<file path="config.mk">
export PLATFORM = sky130hd
export DESIGN_NAME = pwm_generator
export DESIGN_NICKNAME = d
export VERILOG_FILES = /design/src/rtl/pwm_generator.sv
export SDC_FILE = /design/constraint.sdc
export NUM_CORES = 1
export LEC_CHECK = 0
export BUFFER_PORTS_ARGS = -buffer_cell sky130_fd_sc_hd__buf_4
export CORE_UTILIZATION = 30
export DETAILED_ROUTE_END_ITERATION = 10
export GPL_TIMING_DRIVEN = 0
export PLACE_DENSITY = 0.57
export SYNTH_ARGS = -nofsm -noshare
export SYNTH_HDL_FRONTEND = slang
export SYNTH_SLANG_ARGS = --single-unit
</file>
<file path="constraint.sdc">
create_clock -name clk -period 1.87 [get_ports clk]
set_clock_uncertainty 0.1 [all_clocks]
set_input_delay 0.0935 -clock clk [delete_from_list [all_inputs] [get_ports clk]]
set_output_delay 0.0935 -clock clk [all_outputs]
set_load 0.02 [all_outputs]
</file>
<file path="src/rtl/pwm_generator.sv">
// pwm_generator: shared 8-bit PWM driving 16 registered pads, define PWM_SHADOW_EN to latch duty only at period wrap
module pwm_generator #(
  parameter int PRESCALE = 13
) (
  input  logic       clk,
  input  logic       rst,
  input  logic [7:0] en_reg_out_7_0,
  input  logic [7:0] en_reg_out_15_8,
  input  logic [7:0] en_reg_pwm_7_0,
  input  logic [7:0] en_reg_pwm_15_8,
  input  logic [7:0] pwm_duty_cycle,
  output logic [7:0] uo_out,
  output logic [7:0] uio_out,
  output logic       period_start
);
  localparam int PW = PRESCALE > 1 ? $clog2(PRESCALE) : 1;
  logic [PW-1:0] pre_cnt_q, pre_cnt_d;
  logic [7:0] pwm_cnt_q, pwm_cnt_d, duty_active;
  logic [15:0] pins_q, pins_d;
  logic period_start_q, period_start_d, tick, wrap, pwm_level;
`ifdef PWM_SHADOW_EN
  logic [7:0] duty_active_q, duty_active_d;
`endif
  always_comb begin
    tick = pre_cnt_q == PW'(PRESCALE - 1);
    wrap = tick && pwm_cnt_q == 8'hFF;
    pre_cnt_d = tick ? '0 : pre_cnt_q + PW'(1);
    pwm_cnt_d = pwm_cnt_q + {7'd0, tick};
`ifdef PWM_SHADOW_EN
    duty_active_d = wrap ? pwm_duty_cycle : duty_active_q;
    duty_active = duty_active_q;
`else
    duty_active = pwm_duty_cycle;
`endif
    pwm_level = duty_active == 8'hFF || pwm_cnt_q < duty_active;
    pins_d = {en_reg_out_15_8, en_reg_out_7_0} & (~{en_reg_pwm_15_8, en_reg_pwm_7_0} | {16{pwm_level}});
    period_start_d = wrap;
  end
  always_ff @(posedge clk) begin
    if (rst) begin
      pre_cnt_q <= '0;
      pwm_cnt_q <= '0;
      pins_q <= '0;
      period_start_q <= 1'b0;
`ifdef PWM_SHADOW_EN
      duty_active_q <= '0;
`endif
    end else begin
      pre_cnt_q <= pre_cnt_d;
      pwm_cnt_q <= pwm_cnt_d;
      pins_q <= pins_d;
      period_start_q <= period_start_d;
`ifdef PWM_SHADOW_EN
      duty_active_q <= duty_active_d;
`endif
    end
  end
  assign uo_out = pins_q[7:0];
  assign uio_out = pins_q[15:8];
  assign period_start = period_start_q;
endmodule
</file>
### Word level (Yosys, flattened, before mapping)

Cells that the tools add are included.
W data, S select, Z words.

* bits in registers: 29
* logic and storage cells: 16

* add/sub/neg operators: 2
* order comparisons: 1
* eq/ne operators: 3
* bitwise gates (word level): 3
* reduce and logical (&&, ||, !) cells: 3

Operator list (count)
* $and A16 B16 Y16: 1
* $eq A8 B8 Y1 const B: 2
* $not A16 Y16: 1
* $or A16 B16 Y16: 1
* $add A8 B1 Y8: 1
* $lt A8 B8 Y1: 1
* $add A4 B1 Y4 const B: 1
* $eq A4 B4 Y1 const B: 1
* $reduce_or A2 Y1: 1
* $logic_and A1 B1 Y1: 1
* $logic_or A1 B1 Y1: 1

### Depth between registers and ports, before layout

Gate-level depths: netlist of the first run.

* word-level depth: 4
* depth in mapped cells: 9

### Least setup slack after synthesis of the first run

Ideal clock, no wire load.

* kind: flip-flop to flip-flop
* start point: reg pwm_cnt_q[6]
* end point: reg pins_q[10]
* library setup time: 0.116 ns
* arrival time: 1.518 ns
* required time: 1.654 ns
* slack: 0.136 ns
* stages on the path, launching flop included: 7
* buffers on the path: 1
* clock period less this slack: 1.734 ns
* path through: dfxtp_1 ha_1 and4_1 o21ai_1 o32ai_4 buf_6 a21oi_2

* longest elaborated chain between the ends: 4

Ends and longest elaborated chain
* start: declaration: line 18 `logic [7:0] pwm_cnt_q, pwm_cnt_d, duty_active;`
* start signal: assignment: line 50 `pwm_cnt_q <= pwm_cnt_d;`
* $lt A8 B8 Y1: line 35 `pwm_level = duty_active == 8'hFF || pwm_cnt_q < duty_active;`
* $logic_or A1 B1 Y1: line 35
* $or A16 B16 Y16: line 36 `pins_d = {en_reg_out_15_8, en_reg_out_7_0} & (~{en_reg_pwm_15_8, en_reg_pwm_7_0} | {16{pwm_level}});`
* $and A16 B16 Y16: line 36
* end signal: assignment: line 51 `pins_q <= pins_d;`
* end: declaration: line 19 `logic [15:0] pins_q, pins_d;`

Every way passes these cells.
A chain may end at the register's enable or synchronous reset.

### Worst setup path after layout of the first run

* start point: reg pwm_cnt_q[6]
* end point: reg pins_q[5]

The elaborated chain is that of the path after synthesis.

==> results of run 1 <==
## power breakdown
part	switching [W]	internal, W
combinational	0.000102	0.000154
sequential	0.0000100	0.000643
clock	0.000233	0.000291
total	0.000345	0.00109
## registers in the layout, summed over array words and instances (netlist names)
name          cells
pwm_cnt_q         8
pins_q           16
pre_cnt_q         4
period_start      1
## cell families after synthesis
family | after synthesis | synth area share (%)
AO/OA/AOI/OAI | 26 | 16.68
buffers and inverters | 16 | 5.061
adder cells (fa/ha/maj) | 11 | 10.31
AND/OR/NAND/NOR | 46 | 19.87
XOR/XNOR | 7 | 4.592
flip-flops | 29 | 43.49
## worst min-delay path, stage by stage
cell and delay, ns:
clkbuf_1 0.18, nand2b_1 0.19, a21oi_1 0.10
## per-layer routing
layer	GRT usage (%)	routed length, um	vias to the layer above
met4	7.653	71	0
met3	7.730	284	8
met2	30.39	1753	50
li1	-	-	646
met1	17.28	1458	581
met5	0	0	-
## worst max-delay path by stage
stage,from,to,cells after the start
5_1_grt,pwm_cnt_q[5],pins_q[5],6
6_report,pwm_cnt_q[6],pins_q[5],6
3_3_place_gp,pwm_cnt_q[6],pins_q[7],6
3_5_place_dp,pwm_cnt_q[6],pins_q[8],6
4_1_cts,pre_cnt_q[0],pwm_cnt_q[6],9
2_1_floorplan,pwm_cnt_q[6],pins_q[10],6
## synth_stat cells
master     count  area, um^2
dfxtp_1       29       580.6
nand2b_1      17       106.4
inv_1         12       45.04
ha_1          11       137.6
nor2_1        11       41.29
a21oi_2       10       87.58
a21oi_1        9       45.04
xor2_1         5       43.79
nand3_1        4       20.02
clkbuf_1       3       11.26
nand4_1        3       18.77
and4_1         2       17.52
nand2_1        2       7.510
nor2b_1        2       12.51
xnor2_1        2       17.52
a2111oi_4      1       27.53
a21o_1         1       7.510
a41o_1         1       10.01
and3_1         1       6.260
buf_6          1       11.26
nand2b_4       1       13.76
nand4b_1       1       8.760
nor3_1         1       5.000
o21a_1         1       7.510
o21ai_0        1       5.000
o21ai_1        1       5.000
o32ai_4        1       27.53
or4_1          1       7.510
## metrics by stage
stage	util, %	setup slack (ns)	total power, W	TNS (ns)	std cells
2_1_floorplan	-	0.1361	0.0007501	0	135
3_3_place_gp	44.05	-0.02833	0.0008562	-0.2640	242
3_5_place_dp	44.05	-0.05860	0.0008624	-0.5465	242
4_1_cts	54.05	0.006515	0.001434	0	282
5_1_grt	54.95	-0.001909	0.001504	-0.001909	282
6_report	54.95	0.06710	0.001433	0	282
## area by class of cell
cell class	count	share of cell area [%]
timing repair buffer	90	33.19
sequential	29	25.55
multi-input combinational	90	31.76
buffer	4	0.9890
inverter	12	1.978
tap	50	2.747
clock buffer	7	3.791
## timing repair
| item | 4_1_cts | 5_1_grt |
|---|---|---|
| pin swaps | 1 | 0 |
| resized for setup | 0 | 6 |
| hold buffers | 32 | 0 |
| setup endpoints to repair | 10 | 18 |
| endpoints found under the hold margin | 16 | 0 |
| setup buffers | 1 | 0 |
==> metrics.csv, run 1 <==
stage;metric;value;unit
run_status;outcome;finished, final reports clean;
timing;setup_viol;0;
synth;synthesis.area;1335;um^2
timing;period_minus_slack;1.803;ns
floorplan;fp.dieH;68.71;um
synth;synth_warnings;0;
synth;netlist_instances;135;
timing;rsz0062_at_grt;true;
worst_setup_path;reg2reg_to;pins_q[5];
worst_setup_path;cp_top_family;compound AO/OA/AOI/OAI gates;
floorplan;core;4144;um^2
routing;ant_nets;0;
synth;ys_seq_area_share;43.49;%
layout;seq_area;581.8;um^2
worst_setup_path;rr_worst_depth;6;
synth;syn_avg_cell_area;9.889;um^2
layout;final_cell_mix;58 x buf_4, 32 x dlygate4sd3_1, 28 x dfxtp_1, 17 x nand2b_1, 12 x inv_1;
worst_setup_path;cp_cell_sequence;ha_4 -> and4_1 -> o21ai_1 -> o32ai_4 -> buf_6 -> a21oi_2;
pwr;p_leak;1.046;nW
layout;final_common_cell;buf_4;
routing;routedWlPerCell;12.65;um
routing;dr_total_vias;1285;
clocking;clock_latency;0.28;ns
layout;drive_above_1_share;36.21;%
floorplan;fp.dieArea;4721;um^2
job;drv_cap;0;
clocking;cts_tree;built;
worst_setup_path;path_class;register to register;
synth;syn_nets;188;
routing;drc;0;
layout;fin_area;2277;um^2
clocking;clkTransAtPathRegs;0.06;ns
timing;final_max_slew_viol_count;0;
worst_hold_path;holdPathStages;3;
timing;fmax;0.5547;GHz
pwr;cellPowerDensity;629.4;nW/um^2
layout;diodes;0;
clocking;cts_buffers;5;
worst_setup_path;r2r_start;pwm_cnt_q[6];
place;dp_hpwl;2358;um
timing;hold_violations;0;
floorplan;chipWidth;68.71;um
timing;worstMarginPinSlew;0.4047;ns
worst_setup_path;worst-path-max-fanout;10;
global_routing;grt_first_pass_wirelength;5692;um
clocking;clockRootBuffer;clkbuf_8;
worst_setup_path;crit_path_end_kind;register;
routing;drt-vias-per-instance;4.557;
worst_hold_path;hp-class;primary input to register;
pwr;vdd_drop_max;445.2;uV
place;gp_congestion;0.7661;
synth;synth_cell_type_count;28;
routing;wl;3567;um
worst_setup_path;worst-path-buf-inv;1;
layout;fin_nets;285;
routing;drt_iter0_drc;32;
global_routing;grt_max_degree;11;
worst_setup_path;rrSetupSlack;0.07;ns
timing;relSlewSlack;73.02;%
worst_setup_path;crit_path_max_incr_delay;0.37;ns
clocking;clock_tree.buffer_depth;2;
worst_setup_path;critical_path_arrival;1.87;ns
global_routing;antenna_found_initial;0;
clocking;h-tree-depth;2;
routing;drtPass1Iterations;4;
layout;fillCellCount;376;
global_routing;globalRouteOverflowTotal;0;
worst_setup_path;cp_slowest_cell;dfxtp_1;
worst_setup_path;crit_required;1.94;ns
worst_hold_path;whs_endpoint;pins_q[3];
clocking;clock-sinks;29;
place;postPlaceCellArea;1826;um^2
floorplan;rows;23;
place;io_buffers;57;
synth;ys_ff_latch;29;
global_routing;grtUsageTotal;17.19;%
layout;multi_input_area;723.2;um^2
layout;area_growth;70.57;%
timing;holdWs;0.2104;ns
floorplan;ios;59;
floorplan;initial_core_util;32.22;%
worst_setup_path;start_kind;register;
global_routing;grt_pass1_vias;1312;
timing;timing.final.crit_share;96.41;%
worst_hold_path;worstHoldStart;rst;
Note: power is estimated with default switching activity, not from simulation.
==> run 2: changes to the inputs <==
Settings changed: CORE_ASPECT_RATIO set to 0.9.
==> run 2 against run 1 <==
Effect of this change: worst hold slack got worse by 0.034 ns; clock-buffer cell count unchanged; non-clock buffer count increased by 1; sequential cell count unchanged; utilization decreased by 0.44 points; power decreased by 0.51%; wire length increased by 1.6%; register-to-register slack improved by 0.03 ns; combinational power about the same; clock power decreased by 1%; largest power group unchanged.
==> metrics.csv, run 2 (synthesis gave the netlist of run 1 again) <==
stage;metric;value;unit
run_status;outcome;finished, final reports clean;
clocking;cts_tree;built;
layout;final_cell_mix;57 x buf_4, 32 x dlygate4sd3_1, 27 x dfxtp_1, 17 x nand2b_1, 12 x inv_1;
worst_setup_path;crit_path_end_kind;register;
clocking;h-tree-depth;2;
worst_setup_path;cp_top_family;compound AO/OA/AOI/OAI gates;
global_routing;grt_max_degree;11;
clocking;clock_latency;0.28;ns
place;dp_cells;252;
floorplan;fp.dieH;65.29;um
layout;fin_util;54.52;%
worst_setup_path;worst-path-buf-inv;1;
job;drv_cap;0;
routing;drt-vias-per-instance;4.423;
place;place_ws;-0.07763;ns
timing;timing.final.crit_share;94.56;%
layout;area_growth;70.85;%
layout;fin_nets;286;
pwr;cellPowerDensity;625.1;nW/um^2
layout;instances_no_fill;293;
global_routing;globalRouteOverflowTotal;0;
layout;largest_register_ffs;16;
timing;setup_viol;0;
timing;hold_violations;0;
worst_setup_path;critical_path_arrival;1.84;ns
layout;diodes;0;
worst_setup_path;worst-path-max-fanout;5;
place;gp_congestion;0.6998;
timing;fmax;0.5656;GHz
routing;drc;0;
routing;routedWlPerCell;12.37;um
layout;final_common_cell;buf_4;
global_routing;antenna_found_initial;0;
worst_setup_path;start_kind;register;
worst_setup_path;crit_path_max_incr_delay;0.35;ns
timing;relSlewSlack;71.20;%
routing;dr_total_vias;1296;
global_routing;grt_pass1_vias;1355;
pwr;vdd_drop_max;354.9;uV
floorplan;ios;59;
timing;holdWs;0.1765;ns
floorplan;initial_core_util;31.91;%
worst_hold_path;hp-class;primary input to register;
layout;top_regs;pins_q x16, pwm_cnt_q x8, pre_cnt_q x4;
place;io_buffers;57;
timing;worstMarginPinSlew;0.4321;ns
global_routing;grt_first_pass_wirelength;5927;um
layout;largest_register;pins_q;
timing;rsz0062_at_grt;false;
clocking;clkTransAtPathRegs;0.06;ns
worst_setup_path;cp_cell_sequence;ha_1 -> and4_1 -> o21ai_1 -> o32ai_4 -> buf_6 -> a21oi_2;
floorplan;fp.dieArea;4721;um^2
worst_setup_path;path_class;register to register;
layout;drive_above_1_share;36.05;%
routing;wl;3623;um
routing;drtPass1Iterations;4;
timing;worst_slack;0.1018;ns
clocking;clockRootBuffer;clkbuf_8;
clocking;cts_buffers;5;
routing;drt_iter0_drc;72;
timing;final_max_slew_viol_count;0;
global_routing;grtUsageTotal;16.81;%
worst_setup_path;cp_slowest_cell;dfxtp_1;
floorplan;chipWidth;72.32;um
pwr;p_leak;1.055;nW
routing;ant_nets;0;
place;dp_hpwl;2370;um
timing;period_minus_slack;1.768;ns
worst_setup_path;crit_required;1.94;ns
floorplan;core;4184;um^2
clocking;clock_tree.buffer_depth;2;
floorplan;rows;22;
clocking;clock-sinks;29;
[run 2: layer usage]
layer	GRT usage [%]	wire (um)
met5	0	0
met4	6.127	68
met3	7.515	267
met2	29.91	1849
met1	17.34	1437
[run 2: through the flow]
| step | power [W] | area (um^2) | setup TNS, ns |
|---|---|---|---|
| floorplan | 0.0007501 | 1335 | 0 |
| detailed placement | 0.0008624 | 1838 | -0.7282 |
| finish | 0.001426 | 2281 | 0 |
| global placement | 0.0008549 | 1838 | -0.3531 |
| global route | 0.001495 | 2281 | 0 |
| CTS | 0.001426 | 2252 | 0 |
[run 2: area by class of cell]
class,count,area (um^2)
Timing Repair Buffer,91,770.7
Fill cell,404,1903
Multi-Input combinational cell,90,698.2
Sequential cell,29,583.1
Buffer,4,22.52
Tap cell,60,75.07
Clock buffer,7,86.33
Inverter,12,45.04
[run 2: final timing paths]
check | startpoint | end | slack (ns) | depth (start not counted)
hold / removal | rst | pins_q[4] | 0.18 | 3
setup reg to reg | pwm_cnt_q[6] | pins_q[14] | 0.10 | 6
hold reg to reg | pre_cnt_q[0] | pre_cnt_q[0] | 0.33 | 1
setup / recovery | pwm_cnt_q[6] | pins_q[14] | 0.10 | 6
[run 2: what timing repair did]
action                                 in CTS  in global routing
gates cloned                                0                  1
setup endpoints to repair                  10                 15
setup buffers                               1                  0
gates resized for setup                     0                  9
endpoints found under the hold margin      16                  0
pin swaps                                   1                  1
hold buffers                               32                  0
[run 2: report_power, final]
group          internal (W)  switching (W)
registers          0.000643      0.0000110
clock network      0.000291       0.000226
logic              0.000153       0.000101
[run 2: tightest hold or removal path, stage by stage]
cell	delay [ns]
clkbuf_1	0.23
nand2b_1	0.15
a21oi_1	0.04
